===== src/rtl/apb_mem_slave.sv =====
// APB completer backed by a word-addressed storage array.
// Provides byte strobes, a fixed number of PREADY wait states, and PSLVERR on decode miss.
module apb_mem_slave #(
    parameter int unsigned            ADDR_WIDTH  = 32,
    parameter int unsigned            DATA_WIDTH  = 32,
    parameter int unsigned            NUM_WORDS   = 16,
    parameter logic [ADDR_WIDTH-1:0]  BASE_ADDR   = '0,
    parameter int unsigned            WAIT_CYCLES = 0
) (
    input  logic                      clk_i,
    input  logic                      arst_ni,
    input  logic                      psel_i,
    input  logic                      penable_i,
    input  logic [ADDR_WIDTH-1:0]     paddr_i,
    input  logic                      pwrite_i,
    input  logic [DATA_WIDTH-1:0]     pwdata_i,
    input  logic [DATA_WIDTH/8-1:0]   pstrb_i,
    output logic                      pready_o,
    output logic [DATA_WIDTH-1:0]     prdata_o,
    output logic                      pslverr_o
);

    localparam int unsigned           STRB_W     = DATA_WIDTH / 8;
    localparam int unsigned           IDX_W      = $clog2(NUM_WORDS);
    localparam int unsigned           BYTE_SHIFT = $clog2(STRB_W);
    localparam logic [ADDR_WIDTH-1:0] SPAN       = ADDR_WIDTH'(NUM_WORDS * STRB_W);
    localparam logic [ADDR_WIDTH-1:0] LOW_MASK   = ADDR_WIDTH'(STRB_W - 1);
    localparam logic [7:0]            WAIT_LOAD  = 8'(WAIT_CYCLES);

    typedef enum logic {
        IDLE   = 1'b0,
        ACCESS = 1'b1
    } state_e;

    state_e                  state_q, state_d;
    logic [7:0]              cnt_q, cnt_d;
    logic [ADDR_WIDTH-1:0]   addr_q, addr_d;
    logic                    write_q, write_d;
    logic [DATA_WIDTH-1:0]   wdata_q, wdata_d;
    logic [STRB_W-1:0]       strb_q, strb_d;
    logic [DATA_WIDTH-1:0]   mem_q [NUM_WORDS];

    logic [ADDR_WIDTH-1:0]   offset;
    logic [IDX_W-1:0]        idx;
    logic                    hit;
    logic                    mem_we;
    logic                    pready;
    logic                    pslverr;
    logic [DATA_WIDTH-1:0]   rdata;

    // Decode works on the setup-phase address so bus changes during ACCESS have no effect.
    // An address below the base wraps the subtraction, hence the explicit lower-bound test.
    always_comb begin
        offset = addr_q - BASE_ADDR;
        idx    = IDX_W'(offset >> BYTE_SHIFT);
        hit    = (addr_q >= BASE_ADDR) && (offset < SPAN) && ((offset & LOW_MASK) == '0);
    end

    // NOTE: every variable written here gets a default first so no latch is inferred.
    always_comb begin
        state_d = state_q;
        cnt_d   = cnt_q;
        addr_d  = addr_q;
        write_d = write_q;
        wdata_d = wdata_q;
        strb_d  = strb_q;
        pready  = 1'b0;
        pslverr = 1'b0;
        rdata   = '0;
        mem_we  = 1'b0;

        unique case (state_q)
            IDLE: begin
                if (psel_i) begin
                    if (penable_i) begin
                        // Access phase without a setup phase: reject at once, stay idle.
                        pready  = 1'b1;
                        pslverr = 1'b1;
                    end else begin
                        addr_d  = paddr_i;
                        write_d = pwrite_i;
                        wdata_d = pwdata_i;
                        strb_d  = pstrb_i;
                        cnt_d   = WAIT_LOAD;
                        state_d = ACCESS;
                    end
                end
            end
            ACCESS: begin
                if (!psel_i) begin
                    state_d = IDLE;
                end else if (penable_i) begin
                    if (cnt_q != 8'd0) begin
                        cnt_d = cnt_q - 8'd1;
                    end else begin
                        pready  = 1'b1;
                        pslverr = !hit;
                        mem_we  = hit && write_q;
                        if (hit && !write_q) begin
                            rdata = mem_q[idx];
                        end
                        state_d = IDLE;
                    end
                end
            end
            default: state_d = IDLE;
        endcase
    end

    // Outputs are forced low while reset is held, even if the bus is driven.
    assign pready_o  = pready & arst_ni;
    assign pslverr_o = pslverr & arst_ni;
    assign prdata_o  = rdata & {DATA_WIDTH{arst_ni}};

    // NOTE: sequential state uses non-blocking assignments only.
    always_ff @(posedge clk_i or negedge arst_ni) begin
        if (!arst_ni) begin
            state_q <= IDLE;
            cnt_q   <= '0;
            addr_q  <= '0;
            write_q <= 1'b0;
            wdata_q <= '0;
            strb_q  <= '0;
        end else begin
            state_q <= state_d;
            cnt_q   <= cnt_d;
            addr_q  <= addr_d;
            write_q <= write_d;
            wdata_q <= wdata_d;
            strb_q  <= strb_d;
        end
    end

    // NOTE: storage is cleared by reset because readers rely on all words reading 0 afterwards.
    always_ff @(posedge clk_i or negedge arst_ni) begin
        if (!arst_ni) begin
            for (int w = 0; w < NUM_WORDS; w++) begin
                mem_q[w] <= '0;
            end
        end else if (mem_we) begin
            for (int b = 0; b < STRB_W; b++) begin
                if (strb_q[b]) begin
                    mem_q[idx][b*8 +: 8] <= wdata_q[b*8 +: 8];
                end
            end
        end
    end

endmodule


===== config.mk =====
export PLATFORM = sky130hd
export DESIGN_NAME = apb_mem_slave
export DESIGN_NICKNAME = d
export VERILOG_FILES = /design/src/rtl/apb_mem_slave.sv
export SDC_FILE = /design/constraint.sdc
export NUM_CORES = 1
export LEC_CHECK = 0
export BUFFER_PORTS_ARGS = -buffer_cell sky130_fd_sc_hd__buf_4
export CAP_MARGIN = 20
export CORE_ASPECT_RATIO = 0.75
export CORE_UTILIZATION = 60
export DETAILED_ROUTE_END_ITERATION = 10
export PLACE_DENSITY = 0.78
export SLEW_MARGIN = 15
export SYNTH_ARGS = -nofsm -noshare
export SYNTH_HDL_FRONTEND = slang
export SYNTH_SLANG_ARGS = --single-unit

===== constraint.sdc =====
create_clock -name clk_i -period 4.54 [get_ports clk_i]
set_input_delay 0.908 -clock clk_i [delete_from_list [all_inputs] [get_ports clk_i]]
set_output_delay 0.908 -clock clk_i [all_outputs]
set_load 0.005 [all_outputs]

==> results of run 1 <==
power by group through the flow:
stage	sequential (W)	clock, W	combinational [W]
finish	0.00620	0.00479	0.00170
global route	0.00628	0.00506	0.00182
CTS	0.00619	0.00486	0.00171
detailed placement	0.00628	0	0.00170
global placement	0.00624	0	0.00165
floorplan	0.00574	0	0.00162
critical path, stage by stage, from the launching register on:
cell,delay (ps)
dfrtp_4,1050
buf_12,380
mux4_2,590
a22oi_1,230
a21oi_1,110
buf_4,150
cells by family after synthesis:
logic type | share of synthesized area
flops | 0.536
fa+ha+maj | 0.000454
compound gates | 0.0281
mux | 0.342
simple gates | 0.0657
xor+xnor | 0.000954
buf+inv | 0.0270
sequential cells by signal, indices dropped and copies added (netlist names):
name     count
addr_q      32
cnt_q        8
mem_q      512
state_q      1
strb_q       4
wdata_q     32
write_q      1
cell usage after synthesis, types with 3 or more instances:
| library cell | n | area (um2) |
|---|---|---|
| a21oi_1 | 37 | 185 |
| a22oi_1 | 64 | 480 |
| buf_1 | 43 | 161 |
| buf_12 | 4 | 80.1 |
| buf_2 | 32 | 160 |
| buf_6 | 7 | 78.8 |
| clkbuf_1 | 63 | 236 |
| dfrtp_1 | 590 | 14800 |
| inv_1 | 4 | 15.0 |
| mux2_1 | 32 | 360 |
| mux2_2 | 549 | 6180 |
| mux4_2 | 128 | 2880 |
| nand2_1 | 3 | 11.3 |
| nand3_1 | 59 | 295 |
| nand4_1 | 10 | 62.6 |
| nor2_1 | 9 | 33.8 |
| nor2b_1 | 3 | 18.8 |
| nor3b_1 | 4 | 30.0 |
| nor4_1 | 7 | 43.8 |
| nor4_4 | 49 | 1040 |
| or4_1 | 15 | 113 |
per-layer routing:
layer	GRT usage	vias to the layer above
li1	-	6789
met1	0.405	8552
met2	0.420	439
met3	0.0512	94
met4	0.0705	0
met5	0	-
worst paths after layout:
path                                 to       from  slack [ps]
min reg2reg                   mem_q[89]  mem_q[89]         490
max                        prdata_o[17]  addr_q[2]         460
min                          addr_q[24]    arst_ni         190
max reg2reg                  mem_q[310]   cnt_q[2]         990
max in group asynchronous    mem_q[210]    arst_ni        2390
min in group clk_i            mem_q[89]  mem_q[89]         490
final cells by class:
class | instances | area (um2) | share of cell area
sequential | 590 | 14800 | 0.482
multi-input combinational | 1006 | 12100 | 0.394
clock buffer | 92 | 1760 | 0.0574
timing repair buffer | 143 | 1160 | 0.0378
tap | 586 | 733 | 0.0239
clock inverter | 12 | 140 | 0.00457
inverter | 4 | 15.0 | 0.000490
through the flow:
stage	instance area, um2	total power [W]	std cells	hold WS, ps	util
CTS	30600	0.0128	2433	186	0.681
global placement	28700	0.00790	2329	469	0.638
detailed placement	28700	0.00798	2329	479	0.638
finish	30600	0.0127	2433	188	0.681
floorplan	27600	0.00736	1751	459	-
global route	30600	0.0132	2433	202	0.681
==> impl_metrics.csv, run 1 <==
group,metric,value,unit
timing,post-route-period-util,0.900,
finish,nNetsFinal,1875,
floorplan,ios,107,
detailed_routing,viasPerCell,6.52,
placed_design,port_buffers,106,
detailed_routing,via_count,15900,
status,status,"finished clean",
detailed_routing,wl_met3,3.75,mm
power_and_ir_drop,p_clk_frac,0.378,
grt,track_usage,0.273,
synthesis,ys_seq_elements,590,
grt,antenna_found_initial,1,
detailed_routing,wl_per_cell,25.4,um
min_path,hp-class,"in -> async",
power_and_ir_drop,seq_power_share,0.489,
worst_setup_path,worstPathRequired,3630,ps
synthesis,syn-cell-area,27600,um2
placed_design,post-dp-hpwl,37.4,mm
grt,grt_pass1_vias,16800,
finish,layout-drive-gt1-share,0.525,
floorplan,start_util,0.612,
finish,fillers,2946,
floorplan,core,45000,um2
cts,path_clk_slew,60,ps
synthesis,synth_edf_count,0,
synthesis,syn_nets,1825,
worst_setup_path,crit_arrival,3180,ps
power_and_ir_drop,netSwitchingFraction,0.295,
worst_setup_path,worst_setup_path_start_kind,"flop",
cts,clockBufferDepth,3,
timing,finalHoldViolCount,0,
detailed_routing,drc,0,
grt,overflow,0,
detailed_routing,drtPass1Iterations,8,
timing,worstMarginPinSlew,1080,ps
detailed_routing,wl_met2,28.9,mm
detailed_routing,wl,61.8,mm
timing,setup_viol,0,
timing,rsz0062_at_grt,"false",
detailed_routing,drt_iter0_drc,1413,
cts,cts_resized,0,
timing,maxSlewHeadroom,0.278,
cts,cts-root-buf,"clkbuf_16",
worst_setup_path,critPathMaxFanout,46,
synthesis,yosysWarnings,0,
cts,htree_levels,2,
floorplan,dieArea,46800,um2
finish,syn2layout_area_growth,11.2,%
finish,n_antenna_cell,0,
timing,fin_tns_setup,0,ps
worst_setup_path,worst_setup_path_end_kind,"output port",
power_and_ir_drop,pwr-share-comb,0.134,
floorplan,die_width,249,um
finish,final_common_cell,"dfrtp_1",
detailed_routing,top_layer_used,"met4",
run,cap_violations,0,
timing,max_freq,245,MHz
power_and_ir_drop,power.leakage,14.6,nW
cts,clock-sinks,590,
cts,insertion_delay,600,ps
timing,setup_slack,456,ps
synthesis,postSynth.asyncResetShare,1.00,
power_and_ir_drop,p_int,0.00894,W
detailed_routing,wl_met1,27.7,mm
synthesis,syn_inst,1751,
synthesis,synth_seq_area_share,0.536,
worst_setup_path,critPathKind,"reg -> out",
timing,fin_crit,4080,ps
power_and_ir_drop,switchingPower,0.00375,W
finish,mostFrequentLayoutCells,"dfrtp_1, mux2_2, buf_4",
grt,grt_max_degree,175,
worst_setup_path,reg2regPathDepth,6,
grt,grt_pass1_wl,99.2,mm
placed_design,place_ws,1010,ps
cts,cts_buffers,56,
placed_design,globalplace.congestion,0.803,
power_and_ir_drop,ir_worst_vdd,0.000316,V
cts,postCtsHoldBufs,0,
synthesis,synth_cell_types,49,
power_and_ir_drop,power.density,414,nW/um2
timing,fin_skew,19.0,ps
cts,tritoncts,"yes",
synthesis,postSynthAreaPerCell,15.7,um2
synthesis,synthFlopType,"dfrtp_1",
floorplan,die_h,188,um
cts,post_cts_buffers,0,
floorplan,rows,67,
detailed_routing,ant_nets,0,
timing,drv_slew,0,
Note: power is estimated with default switching activity, not from simulation.
==> run 2, diff against run 1 <==
--- a/config.mk
+++ b/config.mk
@@ -8,6 +8,7 @@
 export BUFFER_PORTS_ARGS = -buffer_cell sky130_fd_sc_hd__buf_4
 export CAP_MARGIN = 20
 export CORE_ASPECT_RATIO = 0.75
+export CORE_MARGIN = 2
 export CORE_UTILIZATION = 60
 export DETAILED_ROUTE_END_ITERATION = 10
 export PLACE_DENSITY = 0.78
==> run 2 against run 1 <==
  * Global-route usage down 0.93 points
  * Worst setup slack improved by 24 ps
  * Fmax grew 0.60%
  * Power up 0.62%
  * Non-clock buffer count is 1 higher
  * Sequential share of layout area shrank 0.084 points
  * Largest cell class unchanged
  * Largest power group unchanged
==> impl_metrics.csv, run 2 (same netlist as run 1, synthesis figures left out) <==
group,metric,value,unit
power_and_ir_drop,ir_worst_vdd,0.000296,V
power_and_ir_drop,switchingPower,0.00369,W
cts,cts_buffers,56,
finish,layout-drive-gt1-share,0.525,
detailed_routing,viasPerCell,6.51,
timing,rsz0062_at_grt,"false",
cts,insertion_delay,590,ps
power_and_ir_drop,p_int,0.00908,W
power_and_ir_drop,power.leakage,14.7,nW
power_and_ir_drop,power.density,416,nW/um2
timing,fin_skew,15.3,ps
detailed_routing,wl_per_cell,25.1,um
finish,n_antenna_cell,0,
timing,finalHoldViolCount,0,
timing,drv_slew,0,
finish,final_common_cell,"dfrtp_1",
worst_setup_path,cp_cell_sequence,"nor4_4, nand3_4, buf_4, or4b_1, buf_4, a21oi_1, buf_4",
timing,fin_tns_setup,0,ps
grt,grt_pass1_wl,97.3,mm
cts,cts-root-buf,"clkbuf_16",
finish,mostFrequentLayoutCells,"dfrtp_1, mux2_2, buf_4",
timing,fin_crit,4060,ps
detailed_routing,drt_iter0_drc,1313,
power_and_ir_drop,pwr-share-comb,0.135,
floorplan,start_util,0.612,
detailed_routing,via_count,15800,
finish,regMostFlops,"mem_q",
min_path,hp-class,"in -> async",
cts,clock-sinks,590,
worst_setup_path,worst_setup_path_end_kind,"output port",
floorplan,die_width,251,um
floorplan,ios,107,
worst_setup_path,r2r-start,"addr_q[2]",
detailed_routing,wl_met1,27.6,mm
worst_setup_path,critPathKind,"reg -> out",
grt,track_usage,0.264,
grt,overflow,0,
cts,postCtsHoldBufs,0,
worst_setup_path,critPathTopFamily,"simple AND/OR/NAND/NOR gates",
placed_design,port_buffers,106,
grt,grt_max_degree,179,
finish,design_area,30700,um2
worst_setup_path,reg2reg_to,"mem_q[67]",
detailed_routing,drtPass1Iterations,5,
detailed_routing,drc,0,
floorplan,die_h,190,um
timing,post-route-period-util,0.894,
power_and_ir_drop,seq_power_share,0.482,
floorplan,rows,67,
worst_setup_path,crit_arrival,3150,ps
grt,grt_pass1_vias,16400,
timing,maxSlewHeadroom,0.278,
cts,clockBufferDepth,3,
finish,stdcell_count,2430,
worst_setup_path,cpPeakStageDelay,590,ps
worst_setup_path,critPathMaxFanout,30,
run,cap_violations,0,
detailed_routing,wl_met2,28.7,mm
worst_setup_path,slowest_stage,"or4b_1",
detailed_routing,wl_met3,3.39,mm
timing,setup_viol,0,
detailed_routing,wl,61.1,mm
timing,max_freq,246,MHz
worst_setup_path,worst_setup_path_start_kind,"flop",
power_and_ir_drop,netSwitchingFraction,0.289,
worst_setup_path,reg2reg_setup_slack,1060,ps
worst_setup_path,cpMostUsedCell,"buf_4",
finish,syn2layout_area_growth,11.4,%
detailed_routing,ant_nets,0,
power_and_ir_drop,p_total,0.0128,W
finish,reg.largest.list,"mem_q x512, addr_q x32, wdata_q x32",
placed_design,post-dp-hpwl,37.6,mm
finish,multi_input_area,12100,um2
cts,tritoncts,"yes",
grt,antenna_found_initial,0,
cts,path_clk_slew,60,ps
worst_setup_path,worstPathRequired,3630,ps
placed_design,globalplace.congestion,0.751,
finish,fillers,3003,
worst_setup_path,worst-path-buf-inv,3,
timing,setup_slack,480,ps
cts,post_cts_buffers,0,
status,status,"finished clean",
finish,regArea,14800,um2
cts,cts_resized,0,
finish,largest_register_ff_count,512,
placed_design,place_ws,1100,ps
worst_setup_path,reg2regPathDepth,6,
cts,htree_levels,2,
timing,worstMarginPinSlew,1080,ps
finish,nNetsFinal,1876,
placed_design,place_inst,2329,
power_and_ir_drop,p_clk_frac,0.383,
floorplan,core,45000,um2
detailed_routing,top_layer_used,"met4",
placed_design,placed_area,28700,um2
floorplan,dieArea,47700,um2
## run 2: per-stage QoR
stage	hold WS, ps	util
floorplan	459	-
global placement	469	0.638
detailed placement	479	0.638
CTS	83.7	0.681
global route	85.4	0.682
finish	100	0.682
## run 2: cell type report
type | count | area share
clock buffer | 82 | 0.0534
clock inverter | 18 | 0.00946
multi-input combinational | 1006 | 0.393
sequential | 590 | 0.481
timing repair buffer | 144 | 0.0381
inverter | 4 | 0.000489
tap | 586 | 0.0239
## run 2: power by group through the flow
stage	combinational (W)	clock, W	sequential, W
3_5_place_dp	0.00172	0	0.00624
4_1_cts	0.00173	0.00498	0.00614
6_report	0.00172	0.00490	0.00615
3_3_place_gp	0.00168	0	0.00620
5_1_grt	0.00184	0.00520	0.00623
2_1_floorplan	0.00162	0	0.00574
## run 2: how the worst max path moves through the flow
stage	startpoint	end	slack (ps)	cells after the start
after detailed placement	addr_q[2]	prdata_o[14]	1100	5
after CTS	addr_q[2]	prdata_o[14]	460	5
after floorplan	penable_i	prdata_o[10]	1360	7
after global placement	addr_q[2]	prdata_o[14]	1120	5
after global routing	cnt_q[3]	prdata_o[24]	360	7
final	cnt_q[3]	prdata_o[24]	480	7
## run 2: metal layers
metal	global-route usage	vias up
met5	0	-
met1	0.393	8525
met4	0.0701	0
met3	0.0451	96
met2	0.409	395
li1	-	6799
==> run 3, diff against run 2 <==
==> constraint.sdc (replaced) <==
create_clock -name clk_i -period 4.8 [get_ports clk_i]
set_input_delay 0.96 -clock clk_i [delete_from_list [all_inputs] [get_ports clk_i]]
set_output_delay 0.96 -clock clk_i [all_outputs]
set_load 0.005 [all_outputs]
==> run 3 against run 2 <==
  * Sequential share of layout area is 0.24 points higher
  * Wire length is 1.7% lower
  * Cell count is 0.33% lower
  * Critical endpoint is now prdata_o[31]
  * Via count is 1.2% lower
  * First-iteration DRC count is 11% lower
  * Die area stayed put
  * Worst setup slack better by 21 ps
  * Sequential power is 5.2% lower
  * Critical path type unchanged
  * Final area is 0.49% lower
  * Combinational power is 8% lower
  * Flip-flop and latch count stayed put
==> impl_metrics.csv, run 3 (same netlist as run 1, synthesis figures left out) <==
group,metric,value,unit
finish,multi_input_area,12100,um2
timing,rsz0062_at_grt,"false",
worst_setup_path,worst_setup_path_end_kind,"output port",
grt,antenna_found_initial,1,
finish,stdcell_count,2422,
worst_setup_path,worst-path-buf-inv,3,
min_path,holdCritStartpoint,"mem_q[29]",
finish,nNetsFinal,1868,
worst_setup_path,reg2regPathDepth,5,
min_path,hp-class,"reg -> reg",
min_path,hold_path_end,"mem_q[29]",
floorplan,ios,107,
timing,worstMarginPinSlew,1050,ps
placed_design,post-dp-hpwl,37.0,mm
timing,max_freq,233,MHz
finish,mostFrequentLayoutCells,"dfrtp_1, mux2_2, buf_4",
finish,fillers,2926,
cts,cts_buffers,55,
power_and_ir_drop,ir_worst_vdd,0.000383,V
worst_setup_path,crit_arrival,3340,ps
floorplan,die_width,251,um
finish,regArea,14800,um2
detailed_routing,wl_per_cell,24.8,um
power_and_ir_drop,power.density,388,nW/um2
worst_setup_path,slowest_stage,"or4b_1",
timing,drv_slew,0,
cts,path_clk_slew,70,ps
worst_setup_path,worst_setup_path_start_kind,"flop",
cts,htree_levels,2,
grt,overflow,0,
placed_design,place_inst,2322,
power_and_ir_drop,power.leakage,14.6,nW
grt,grt_pass1_vias,16400,
grt,track_usage,0.260,
finish,n_antenna_cell,0,
placed_design,globalplace.congestion,0.795,
cts,insertion_delay,600,ps
cts,cts_resized,0,
timing,setup_viol,0,
floorplan,rows,67,
status,status,"finished clean",
worst_setup_path,cpPeakStageDelay,920,ps
timing,maxSlewHeadroom,0.297,
finish,final_common_cell,"dfrtp_1",
floorplan,die_h,190,um
worst_setup_path,cp_cell_sequence,"nor4_1, nand4_1, buf_4, or4b_1, buf_12, a21oi_1, buf_4",
floorplan,start_util,0.612,
finish,layout-drive-gt1-share,0.526,
cts,post_cts_buffers,0,
grt,grt_max_degree,192,
detailed_routing,via_count,15600,
timing,post-route-period-util,0.896,
placed_design,port_buffers,106,
worst_setup_path,reg2reg_to,"mem_q[49]",
detailed_routing,drc,0,
min_path,holdPathStages,1,
detailed_routing,drt_iter0_drc,1167,
finish,regMostFlops,"mem_q",
floorplan,dieArea,47700,um2
cts,tritoncts,"yes",
placed_design,place_ws,983,ps
detailed_routing,viasPerCell,6.45,
finish,largest_register_ff_count,512,
timing,fin_skew,21.7,ps
detailed_routing,drtPass1Iterations,5,
cts,clock-sinks,590,
grt,grt_pass1_wl,96.0,mm
detailed_routing,ant_nets,0,
worst_setup_path,critPathMaxFanout,20,
timing,setup_slack,502,ps
power_and_ir_drop,p_total,0.0119,W
timing,fin_tns_setup,0,ps
worst_setup_path,reg2reg_setup_slack,1220,ps
cts,postCtsHoldBufs,0,
worst_setup_path,cpMostUsedCell,"buf_4",
floorplan,core,45000,um2
cts,clockBufferDepth,3,
cts,cts-root-buf,"clkbuf_16",
worst_setup_path,critPathTopFamily,"simple AND/OR/NAND/NOR gates",
worst_setup_path,worstPathRequired,3840,ps
timing,finalHoldViolCount,0,
worst_setup_path,critPathKind,"reg -> out",
worst_setup_path,r2r-start,"addr_q[3]",
detailed_routing,wl,60.1,mm
finish,reg.largest.list,"mem_q x512, addr_q x32, wdata_q x32",
finish,syn2layout_area_growth,10.9,%
run,cap_violations,0,
timing,fin_crit,4300,ps
-- run 3: power by group --
part	switching, W	internal (W)	total, W
registers	0.000659	0.00517	0.00583
logic	0.000968	0.000622	0.00159
clock network	0.00188	0.00255	0.00443
-- run 3: layer usage --
layer	global-route usage	vias to the layer above	part of all wire
met5	0	-	0
met4	0.0641	0	0.019
met3	0.0412	67	0.052
met2	0.412	397	0.48
met1	0.383	8400	0.45
li1	-	6765	-
-- run 3: worst max-delay path by stage --
stage | startpoint | endpoint | slack, ps | cells after the start
after global routing | addr_q[23] | prdata_o[24] | 300 | 7
after detailed placement | penable_i | prdata_o[24] | 980 | 7
final | addr_q[23] | prdata_o[31] | 500 | 7
after CTS | addr_q[23] | prdata_o[24] | 430 | 7
after global placement | penable_i | prdata_o[19] | 1080 | 7
after floorplan | penable_i | prdata_o[10] | 1520 | 7
-- run 3: metrics by stage --
stage,cell area [um2],hold slack (ps),utilization
floorplan,27600,459,-
global placement,28700,469,0.638
detailed placement,28700,479,0.638
CTS,30500,494,0.678
global route,30500,501,0.679
finish,30500,490,0.679
-- run 3: final cells by class --
cell class / instances / share of cell area
Clock buffer: 72 / 0.0498
Clock inverter: 27 / 0.0101
Inverter: 4 / 0.000492
Multi-Input combinational cell: 1006 / 0.395
Sequential cell: 590 / 0.484
Tap cell: 586 / 0.0240
Timing Repair Buffer: 137 / 0.0368
